--- src/rtl/raw_capture_ctrl.sv ---
// Capture sequencer between the sensor pixel port and the demosaic stage: arms on host
// commands, aligns to frame boundaries, and emits gated pixels with coordinates. Optional macro: RAW_SINGLE_SHOT_EN.
module raw_capture_ctrl #(
    parameter int DW       = 12,
    parameter int H_ACTIVE = 1280,
    parameter int V_ACTIVE = 960,
    parameter int CW       = 16
) (
    input  logic          iCLK,
    input  logic          iRST,
    input  logic          iFVAL,
    input  logic          iLVAL,
    input  logic [DW-1:0] iDATA,
    input  logic          iSTART,
    input  logic          iEND,
`ifdef RAW_SINGLE_SHOT_EN
    input  logic          iSNAP,
`endif
    output logic [DW-1:0] oDATA,
    output logic          oDVAL,
    output logic [CW-1:0] oX_Cont,
    output logic [CW-1:0] oY_Cont,
    output logic [31:0]   oFrame_Cont,
    output logic          oBusy,
    output logic          oLine_err
);

    typedef enum logic [1:0] {
        IDLE   = 2'd0,
        ARMED  = 2'd1,
        ACTIVE = 2'd2,
        GAP    = 2'd3
    } stateT;

    localparam logic [CW-1:0] H_LIM = CW'(H_ACTIVE);
    localparam logic [CW-1:0] V_LIM = CW'(V_ACTIVE);

    stateT         state;
    stateT         nextState;
    logic [CW-1:0] x;
    logic [CW-1:0] y;
    logic          stopPending;
    logic          fvalQ;
    logic          lvalQ;
    logic          fvalRise;
    logic          fvalFall;
    logic          lvalFall;
    logic          stopAtFall;
    logic          inActive;

`ifdef RAW_SINGLE_SHOT_EN
    logic singleShot;
    logic nextSingle;
`endif

    assign fvalRise = iFVAL & ~fvalQ;
    assign fvalFall = ~iFVAL & fvalQ;
    assign lvalFall = ~iLVAL & lvalQ;
    assign inActive = (state == ACTIVE);

    // A stop requested in the very cycle the frame ends still takes effect at that boundary.
`ifdef RAW_SINGLE_SHOT_EN
    assign stopAtFall = stopPending | iEND | singleShot;
`else
    assign stopAtFall = stopPending | iEND;
`endif

    // NOTE: every combinational output gets a default first so no path leaves it unassigned (no latch).
    always_comb begin
        nextState = state;
`ifdef RAW_SINGLE_SHOT_EN
        nextSingle = singleShot;
`endif
        case (state)
            IDLE: begin
                if (iEND) begin
                    nextState = IDLE;
                end else if (iSTART) begin
                    nextState = ARMED;
`ifdef RAW_SINGLE_SHOT_EN
                    nextSingle = 1'b0;
                end else if (iSNAP) begin
                    nextState  = ARMED;
                    nextSingle = 1'b1;
`endif
                end
            end
            ARMED: begin
                if (iEND)          nextState = IDLE;
                else if (fvalRise) nextState = ACTIVE;
            end
            ACTIVE: begin
                if (fvalFall) nextState = stopAtFall ? IDLE : GAP;
            end
            GAP: begin
                if (iEND)          nextState = IDLE;
                else if (fvalRise) nextState = ACTIVE;
            end
            default: nextState = IDLE;
        endcase
    end

    // NOTE: all state here is sequential, so only non-blocking assignments are used.
    always_ff @(posedge iCLK) begin
        if (iRST) begin
            state       <= IDLE;
            x           <= '0;
            y           <= '0;
            stopPending <= 1'b0;
            fvalQ       <= 1'b0;
            lvalQ       <= 1'b0;
            oDATA       <= '0;
            oDVAL       <= 1'b0;
            oX_Cont     <= '0;
            oY_Cont     <= '0;
            oFrame_Cont <= '0;
            oBusy       <= 1'b0;
            oLine_err   <= 1'b0;
`ifdef RAW_SINGLE_SHOT_EN
            singleShot  <= 1'b0;
`endif
        end else begin
            state <= nextState;
            fvalQ <= iFVAL;
            lvalQ <= iLVAL;
`ifdef RAW_SINGLE_SHOT_EN
            singleShot <= nextSingle;
`endif

            if (inActive && !fvalFall && iEND) stopPending <= 1'b1;
            else if (!inActive || fvalFall)    stopPending <= 1'b0;

            // Counters idle at zero outside ACTIVE so every frame starts at Bayer phase (0,0).
            if (!inActive || fvalFall) begin
                x <= '0;
                y <= '0;
            end else if (lvalFall) begin
                x <= '0;
                if (x != '0) y <= y + 1'b1;
            end else if (iFVAL && iLVAL) begin
                if (x != '1) x <= x + 1'b1;
            end

            oDATA     <= iDATA;
            oDVAL     <= inActive & iFVAL & iLVAL & (x < H_LIM) & (y < V_LIM);
            oX_Cont   <= x;
            oY_Cont   <= y;
            oLine_err <= inActive & lvalFall & (x != H_LIM);
            oBusy     <= (nextState != IDLE);

            if (inActive && fvalFall) oFrame_Cont <= oFrame_Cont + 32'd1;
        end
    end

endmodule

--- config.mk ---
export PLATFORM = sky130hd
export DESIGN_NAME = raw_capture_ctrl
export DESIGN_NICKNAME = d
export VERILOG_FILES = /design/src/rtl/raw_capture_ctrl.sv
export SDC_FILE = /design/constraint.sdc
export NUM_CORES = 1
export LEC_CHECK = 0
export CORE_ASPECT_RATIO = 0.75
export CORE_MARGIN = 4
export CORE_UTILIZATION = 40
export DETAILED_ROUTE_END_ITERATION = 10
export PLACE_DENSITY = 0.67
export SKIP_CTS_REPAIR_TIMING = 1
export SLEW_MARGIN = 40
export SYNTH_ARGS = -nofsm -noshare
export SYNTH_HDL_FRONTEND = slang
export SYNTH_SLANG_ARGS = --single-unit
--- constraint.sdc ---
create_clock -name iCLK -period 3.6 [get_ports iCLK]
set_input_delay 0.72 -clock iCLK [delete_from_list [all_inputs] [get_ports iCLK]]
set_output_delay 0.72 -clock iCLK [all_outputs]
set_load 0.02 [all_outputs]
# After elaboration in Yosys (flattened, before gate mapping)
# Cells that the tools add are included.
dict set report classes {
  n_lt_le_gt_ge 2
  n_bitwise 13
  add_sub_neg 3
  reduce_logical 16
  eq_ne 5
  mux 9
}
# cell count
set ops {}
lappend ops {{$add 16x1->16 const B} 2}
lappend ops {{$add 32x1->32 const B} 1}
lappend ops {{$lt 16x10->1 const B} 1}
lappend ops {{$lt 16x11->1 const B} 1}
lappend ops {{$ne 16x11->1 const B} 1}
lappend ops {{$ne 16x16->1 const B} 1}
lappend ops {{$reduce_bool 16->1} 1}
lappend ops {{$mux 2} 6}
lappend ops {{$and 1x1->1} 9}
lappend ops {{$pmux 2 s3} 1}
lappend ops {{$eq 2x2->1 const B} 2}
lappend ops {{$logic_and 1x1->1} 4}
lappend ops {{$reduce_and 2->1} 2}
lappend ops {{$reduce_bool 2->1} 2}
lappend ops {{$reduce_or 2->1} 2}
lappend ops {{$not 1->1} 3}
lappend ops {{$reduce_or 3->1} 1}
lappend ops {{$eq 2x1->1 const B} 1}
lappend ops {{$logic_not 1->1} 2}
lappend ops {{$logic_not 2->1} 1}
lappend ops {{$mux 1} 2}
lappend ops {{$logic_or 1x1->1} 1}
lappend ops {{$or 1x1->1} 1}
dict set report totals {
  elab_cells 61
  in_bits 18
  reg_bits 116
  output_inout_bits 79
}

# Logic depth before layout (Yosys ltp)
# Gate-level depths: netlist (run 1).
dict set report logic_depth {
  depth_word 6
  ltp_mapped 8
  ltp_nobuf 7
}

# Worst setup path after synthesis (run 1)
# No wires, ideal clock.
dict set report synth_timing {
  kind {input to register}
  startpoint {in iRST}
  endpoint {reg x[10]}
  slack_ns 1.425
  t_arrival_ns 2.110
  path_buffers 4
  path_stages 7
  path_cell_list {clkbuf_1 or3_1 clkbuf_1 or2_1 clkbuf_1 clkbuf_1 nor2_1}
}
dict set report synth_via {
  elab_chain_len 1
}
# element line
set synth_lines {}
lappend synth_lines {{start: declaration} 10} ;# input logic iRST,
lappend synth_lines {{$reduce_or 3->1 (no line)} --}
lappend synth_lines {{end signal: assignment} 141} ;# if (x != '1) x <= x + 1'b1;
lappend synth_lines {{end: declaration} 40} ;# logic [CW-1:0] x;
# Every way passes these cells.
# A chain may end at the register's enable or synchronous reset.

# Worst setup path in the final report (run 1)
dict set report layout_timing {
  startpoint {reg x[0]}
  endpoint {reg y[12]}
}
dict set report layout_via {
  elab_chain_len 2
}
# element line
set layout_lines {}
lappend layout_lines {{$reduce_bool 16->1} 139} ;# if (x != '0) y <= y + 1'b1;
lappend layout_lines {{$reduce_and 2->1 (no line)} --}
lappend layout_lines {{end signal: assignment} 139}
lappend layout_lines {{end: declaration} 41} ;# logic [CW-1:0] y;
# Every way passes these cells.

==> impl_metrics.xml, run 1 <==
<?xml version="1.0" encoding="UTF-8"?>
<metrics>
  <group name="status">
    <metric name="run_status" unit="">complete, no violations</metric>
  </group>
  <group name="cells_and_area">
    <metric name="drive_above_1_share" unit="%">8.53</metric>
    <metric name="fillCellCount" unit="">991</metric>
    <metric name="instances_no_fill" unit="">738</metric>
    <metric name="layout.cells.most_common_list" unit="">116 x dfxtp_1, 95 x clkdlybuf4s50_1, 70 x nor2_1</metric>
    <metric name="postLayoutCellArea" unit="um^2">6270</metric>
    <metric name="multiInputGateArea" unit="um^2">2170</metric>
    <metric name="fraction_of_the_core_area_covered_by_cells_at_the_end_of_the_flow" unit="%">56.2</metric>
    <metric name="diodes" unit="">0</metric>
    <metric name="areaGrowthSynthToFinish" unit="%">35.0</metric>
    <metric name="finish.net_count" unit="">608</metric>
    <metric name="area_taken_by_flip_flops_and_latches" unit="um^2">2320</metric>
    <metric name="mostFrequentLayoutCell" unit="">dfxtp_1</metric>
  </group>
  <group name="worst_setup_path">
    <metric name="worstPathRequired" unit="ns">3.92</metric>
    <metric name="rr_worst_depth" unit="">7</metric>
    <metric name="timing.critical_path.cells" unit="">inv_1 -&gt; ha_1 -&gt; nor4b_1 -&gt; nand4_1 -&gt; o2111ai_1 -&gt; o21ai_0 -&gt; a21oi_1</metric>
    <metric name="timing.critical_path.arrival" unit="ns">2.85</metric>
    <metric name="setup.worst_path.class" unit="">reg -&gt; reg</metric>
    <metric name="worst_path_max_delay_cell" unit="">o2111ai_1</metric>
    <metric name="timing.critical_path.fanout_max" unit="">11</metric>
    <metric name="critical_path.max_stage_delay" unit="ns">0.61</metric>
    <metric name="worst_setup_path_end_kind" unit="">register</metric>
    <metric name="cp-start-kind" unit="">register</metric>
  </group>
  <group name="synthesis">
    <metric name="ys_ff_latch" unit="">116</metric>
    <metric name="combinational_family_with_the_most_area_after_synthesis" unit="">simple AND/OR/NAND/NOR gates</metric>
    <metric name="synth-edff-count" unit="">0</metric>
    <metric name="synth-compound-area-share" unit="%">5.77</metric>
    <metric name="synth_xor_area_share" unit="%">9.43</metric>
    <metric name="synthCells" unit="">491</metric>
    <metric name="asyncSetResetFlopFracSynth" unit="%">0</metric>
    <metric name="synth_flop_cell" unit="">dfxtp_1</metric>
    <metric name="synthSimpleGateAreaFrac" unit="%">29.9</metric>
    <metric name="ys.warnings.count" unit="">0</metric>
    <metric name="synth.cell_area" unit="um^2">4640</metric>
    <metric name="post_synth.cell_area_avg" unit="um^2">9.45</metric>
    <metric name="synth.yosys.seq_area_share" unit="%">50.0</metric>
    <metric name="synthesis.nets" unit="">513</metric>
    <metric name="synth_cell_types" unit="">52</metric>
    <metric name="synth_mux_area_share" unit="%">0.431</metric>
    <metric name="synth_fa_ha_area_share" unit="%">1.08</metric>
  </group>
  <group name="job">
    <metric name="drv.max_cap_violation_count" unit="">0</metric>
  </group>
  <group name="routing">
    <metric name="antenna_left" unit="">0</metric>
    <metric name="detail_route.first_pass.iterations" unit="">4</metric>
    <metric name="vias" unit="">3756</metric>
    <metric name="detail_route.iter0.violations" unit="">196</metric>
    <metric name="drcViolationCount" unit="">0</metric>
    <metric name="wl" unit="um">10700</metric>
    <metric name="avgRoutedWirePerCell" unit="um">14.5</metric>
    <metric name="detail_route.vias_per_cell" unit="">5.09</metric>
  </group>
  <group name="worst_hold_path">
    <metric name="worst_hold_path_type" unit="">reg -&gt; reg</metric>
    <metric name="hold_path_depth" unit="">2</metric>
  </group>
  <group name="sta">
    <metric name="drv_slew" unit="">0</metric>
    <metric name="timing.setup.tns" unit="ns">0</metric>
    <metric name="max_freq" unit="MHz">395</metric>
    <metric name="slew_at_the_pin_closest_to_its_max_slew_limit" unit="ns">0.710</metric>
    <metric name="report.final.setup_viol" unit="">0</metric>
    <metric name="period_minus_slack" unit="ns">2.53</metric>
    <metric name="grt_setup_unrepaired" unit="">false</metric>
    <metric name="timing.slew.headroom" unit="%">52.0</metric>
    <metric name="fin_worst_skew" unit="ns">0.00730</metric>
    <metric name="hold_viol_final" unit="">0</metric>
    <metric name="post-route-period-util" unit="%">70.3</metric>
  </group>
  <group name="clock_tree">
    <metric name="cts.htree.levels" unit="">4</metric>
    <metric name="clockRootBuffer" unit="">clkbuf_16</metric>
    <metric name="clock-sinks" unit="">116</metric>
    <metric name="clkSlewWorstSetupHoldPaths" unit="ns">0.05</metric>
    <metric name="tritoncts.num_buffers" unit="">17</metric>
    <metric name="worstSkewPairLatency" unit="ns">0.40</metric>
    <metric name="cts_tree" unit="">yes</metric>
    <metric name="clock_path_buffers" unit="">2</metric>
  </group>
  <group name="floorplanning">
    <metric name="initial_utilization" unit="%">41.6</metric>
    <metric name="dieArea" unit="um^2">13400</metric>
    <metric name="floorplan.core_area" unit="um^2">11100</metric>
    <metric name="fp.dieW" unit="um">132</metric>
    <metric name="floorplan.io_pins" unit="">97</metric>
    <metric name="chipHeight" unit="um">101</metric>
    <metric name="core.rowCount" unit="">33</metric>
  </group>
  <group name="grt">
    <metric name="grt_max_degree" unit="">82</metric>
    <metric name="first_pass_grt_wire_length" unit="um">17900</metric>
    <metric name="grt_pass1_vias" unit="">3585</metric>
    <metric name="number_of_antenna_violations_at_the_first_check_in_global_routing" unit="">0</metric>
    <metric name="gr-usage-all-layers" unit="%">16.6</metric>
    <metric name="globalRouteOverflowTotal" unit="">0</metric>
  </group>
  <group name="pwr">
    <metric name="power_leakage" unit="nW">2.17</metric>
    <metric name="ir_worst_vdd" unit="mV">0.328</metric>
    <metric name="totalPowerFinal" unit="mW">3.06</metric>
    <metric name="ratio_of_total_power_to_cell_area" unit="nW/um^2">489</metric>
  </group>
  <group name="placed_design">
    <metric name="count_of_buffers_inserted_at_the_top_level_ports" unit="">96</metric>
    <metric name="place_inst" unit="">707</metric>
    <metric name="post_dp_cell_area" unit="um^2">5660</metric>
    <metric name="globalplace.congestion" unit="">0.853</metric>
    <metric name="dp_hpwl" unit="um">7280</metric>
  </group>
</metrics>
## sequential cells by signal, indices dropped and copies added, names as in the netlist, 2 cells and up
register     cells
oFrame_Cont     32
oX_Cont         16
oY_Cont         16
x               16
y               16
oDATA           12
state            2
## report_power, final
group | internal (mW) | switching [mW] | total, mW
Sequential | 1.30 | 0.00343 | 1.30
Clock | 1.13 | 0.556 | 1.69
Combinational | 0.0369 | 0.0397 | 0.0766
Total | 2.46 | 0.599 | 3.06
## critical path: cells and delay by family (launching register included)
kind,cells,cell delay (ns)
AND/OR/NAND/NOR,2,0.89
adder cells (fa/ha/maj),1,0.15
flip-flops,1,0.35
AO/OA/AOI/OAI,3,0.96
buffers and inverters,1,0.10
## cells in the mapped netlist (3+ instances only)
library cell	instances	area (um^2)
nand4_1	18	113
dfxtp_1	116	2320
and3_1	10	62.6
or3_1	8	50.1
xor2_1	24	210
buf_6	4	45.0
clkbuf_1	13	48.8
o2111ai_1	3	26.3
inv_1	8	30.0
nor2_1	70	263
o211ai_1	7	52.6
xnor2_1	26	228
o21ai_0	10	50.1
nand3_1	16	80.1
nand2_1	23	86.3
a21oi_1	13	65.1
or2_2	3	18.8
nor3_1	13	65.1
and4_1	9	78.8
nor4_2	5	62.6
ha_1	4	50.1
nor4_1	8	50.1
nor2b_1	45	282
## cell type report
cell class              instances  share of cell area (%)
multi-input cells             345                    34.6
repair buffers                 98                    15.5
flip-flops and latches        116                    37.0
clock inverters                10                    2.08
clock buffers                  21                    7.50
well taps                     140                    2.79
inverters                       8                   0.479
## metrics by stage
step	hold slack [ns]	setup slack [ns]
after global placement	0.461	0.920
after detailed placement	0.471	0.807
after global routing	0.509	0.840
final	0.474	1.07
after CTS	0.481	1.09
after floorplan	0.442	1.42
## metal layers
metal | wire [um] | GRT usage, % | vias to the layer above | part of all wire (%)
met1 | 5270 | 22.1 | 1781 | 49
met4 | 102 | 6.23 | 0 | 0.95
met5 | 0 | 0 | - | 0
met2 | 4710 | 25.2 | 78 | 44
li1 | - | - | 1888 | -
met3 | 618 | 5.46 | 9 | 5.8
## kinds of logic (layout without fill, tap and decap cells)
kind of cell               Yosys count  after routing
and+or+nand+nor                    247            247
DFF                                116            116
xor gates and xnor gates            50             50
AOI/OAI and AO/OA                   42             42
buffers and inverters               30            137
adders and majority gates            4              4
muxes                                2              2
## worst paths after layout
path	startpoint	endpoint	slack, ns
worst max-delay path	x[0]	y[12]	1.07
worst min-delay path	stopPending	stopPending	0.47
worst max register to register	x[0]	y[12]	1.07
worst min register to register	stopPending	stopPending	0.47
Note: power is estimated with default switching activity, not from simulation.
==> inputs of run 2 (changes only) <==
Clock period 3.6 ns to 2.5 ns, I/O delays scaled along.
==> run 2 against run 1 <==
Wire length is 0.78% lower. Via count up 1.9%. Global-route usage shrank 0.27 points. Combinational power up 46%. Die area unchanged. Design area grew 0.68%. Fmax rose by 15%. Critical path type unchanged. Highest routed layer unchanged.
==> impl_metrics.xml, run 2 (synthesized netlist as in run 1, its figures left out) <==
<?xml version="1.0" encoding="UTF-8"?>
<metrics>
  <group name="pwr">
    <metric name="ratio_of_total_power_to_cell_area" unit="nW/um^2">689</metric>
    <metric name="ir_worst_vdd" unit="mV">0.400</metric>
    <metric name="power_leakage" unit="nW">2.19</metric>
    <metric name="totalPowerFinal" unit="mW">4.35</metric>
  </group>
  <group name="sta">
    <metric name="timing.setup.tns" unit="ns">0</metric>
    <metric name="drv_slew" unit="">0</metric>
    <metric name="hold_viol_final" unit="">0</metric>
    <metric name="timing.slew.headroom" unit="%">52.7</metric>
    <metric name="max_freq" unit="MHz">454</metric>
    <metric name="fin_worst_skew" unit="ns">0.00899</metric>
    <metric name="period_minus_slack" unit="ns">2.20</metric>
    <metric name="post-route-period-util" unit="%">88.0</metric>
    <metric name="slew_at_the_pin_closest_to_its_max_slew_limit" unit="ns">0.703</metric>
    <metric name="grt_setup_unrepaired" unit="">false</metric>
    <metric name="report.final.setup_viol" unit="">0</metric>
  </group>
  <group name="status">
    <metric name="run_status" unit="">complete, no violations</metric>
  </group>
  <group name="worst_setup_path">
    <metric name="setup.worst_path.class" unit="">reg -&gt; reg</metric>
    <metric name="timing.critical_path.arrival" unit="ns">2.53</metric>
    <metric name="worstPathRequired" unit="ns">2.83</metric>
    <metric name="r2r_setup_slack" unit="ns">0.30</metric>
    <metric name="worst_setup_path_end_kind" unit="">register</metric>
    <metric name="cp-start-kind" unit="">register</metric>
    <metric name="timing.critical_path.fanout_max" unit="">7</metric>
  </group>
  <group name="clock_tree">
    <metric name="cts_tree" unit="">yes</metric>
    <metric name="clockRootBuffer" unit="">clkbuf_16</metric>
    <metric name="worstSkewPairLatency" unit="ns">0.40</metric>
    <metric name="cts.htree.levels" unit="">4</metric>
    <metric name="clock_path_buffers" unit="">2</metric>
    <metric name="clkSlewWorstSetupHoldPaths" unit="ns">0.06</metric>
    <metric name="clock-sinks" unit="">116</metric>
    <metric name="tritoncts.num_buffers" unit="">17</metric>
  </group>
  <group name="floorplanning">
    <metric name="dieArea" unit="um^2">13400</metric>
    <metric name="chipHeight" unit="um">101</metric>
    <metric name="core.rowCount" unit="">33</metric>
    <metric name="floorplan.core_area" unit="um^2">11100</metric>
    <metric name="initial_utilization" unit="%">41.6</metric>
    <metric name="floorplan.io_pins" unit="">97</metric>
    <metric name="fp.dieW" unit="um">132</metric>
  </group>
  <group name="grt">
    <metric name="met1_usage" unit="%">22.2</metric>
    <metric name="gr-usage-all-layers" unit="%">16.3</metric>
    <metric name="grt_busiest_layer" unit="">met2</metric>
    <metric name="first_pass_grt_wire_length" unit="um">17900</metric>
    <metric name="grt.met3_usage" unit="%">5.16</metric>
    <metric name="grt_max_degree" unit="">82</metric>
    <metric name="number_of_antenna_violations_at_the_first_check_in_global_routing" unit="">0</metric>
    <metric name="globalRouteOverflowTotal" unit="">0</metric>
    <metric name="grt_pass1_vias" unit="">3678</metric>
    <metric name="groute.layer.met2.usage" unit="%">24.3</metric>
  </group>
  <group name="placed_design">
    <metric name="count_of_buffers_inserted_at_the_top_level_ports" unit="">96</metric>
    <metric name="dp_hpwl" unit="um">7200</metric>
    <metric name="globalplace.congestion" unit="">0.881</metric>
  </group>
  <group name="cells_and_area">
    <metric name="diodes" unit="">0</metric>
    <metric name="layout.cells.most_common_list" unit="">116 x dfxtp_1, 95 x clkdlybuf4s50_1, 70 x nor2_1</metric>
    <metric name="areaGrowthSynthToFinish" unit="%">36.0</metric>
    <metric name="drive_above_1_share" unit="%">9.41</metric>
    <metric name="mostFrequentLayoutCell" unit="">dfxtp_1</metric>
    <metric name="finish.net_count" unit="">615</metric>
    <metric name="top_register" unit="">oFrame_Cont</metric>
    <metric name="largest_register_ffs" unit="">32</metric>
  </group>
  <group name="routing">
    <metric name="wl" unit="um">10600</metric>
    <metric name="drcViolationCount" unit="">0</metric>
    <metric name="avgRoutedWirePerCell" unit="um">14.2</metric>
    <metric name="detail_route.vias_per_cell" unit="">5.13</metric>
    <metric name="vias" unit="">3826</metric>
    <metric name="antenna_left" unit="">0</metric>
    <metric name="detail_route.first_pass.iterations" unit="">4</metric>
    <metric name="detail_route.iter0.violations" unit="">256</metric>
  </group>
  <group name="job">
    <metric name="drv.max_cap_violation_count" unit="">0</metric>
  </group>
  <group name="worst_hold_path">
    <metric name="worst_hold_path_type" unit="">reg -&gt; reg</metric>
  </group>
</metrics>
## run 2: cell types whose count changed in the layout (fill, tap and decap cells not counted)
cell,delta
clkbuf_1,+2
clkinv_4,+1
buf_4,+7
clkbuf_8,+1
bufinv_16,-1
clkinv_2,-2
## run 2: power breakdown
part	switching [mW]	internal [mW]
registers	0.00463	1.86
logic	0.0572	0.0552
clock network	0.799	1.57
total	0.861	3.49
## run 2: stage by stage
stage | instance area (um^2) | cells | hold WS, ns | utilization [%] | worst slack, ns
finish | 6310 | 746 | 0.488 | 56.6 | 0.299
global route | 6310 | 746 | 0.510 | 56.6 | 0.108
CTS | 6310 | 746 | 0.495 | 56.6 | 0.326
detailed placement | 5720 | 714 | 0.481 | 51.3 | 0.121
floorplan | 4640 | 491 | 0.442 | - | 0.522
global placement | 5720 | 714 | 0.460 | 51.3 | 0.180
## run 2: path summary, 6_finish.rpt
kind,startpoint,to,cells after the start
max,oFrame_Cont[4],oFrame_Cont[31],5
min,stopPending,stopPending,2
min reg2reg,stopPending,stopPending,2
max reg2reg,oFrame_Cont[4],oFrame_Cont[31],5
## run 2: layer usage
layer  vias up  share of wire (%)
li1       1904                  -
met2        95                 43
met5         -                  0
met4         0                1.3
met3        15                4.9
met1      1812                 51
## run 2: layout make-up
type	count	area [um^2]
multi-input combinational	345	2170
tap	140	175
clock inverter	8	98.8
fill	998	4840
clock buffer	24	492
timing repair buffer	105	1030
inverter	8	30.0
sequential	116	2320
## run 2: worst max-delay path: stages (launching register included)
cell and delay (ns):
dfxtp_1 0.47, nand4_2 0.17, nor4_1 0.67, nand4_1 0.27
or3_1 0.40, a21oi_1 0.14
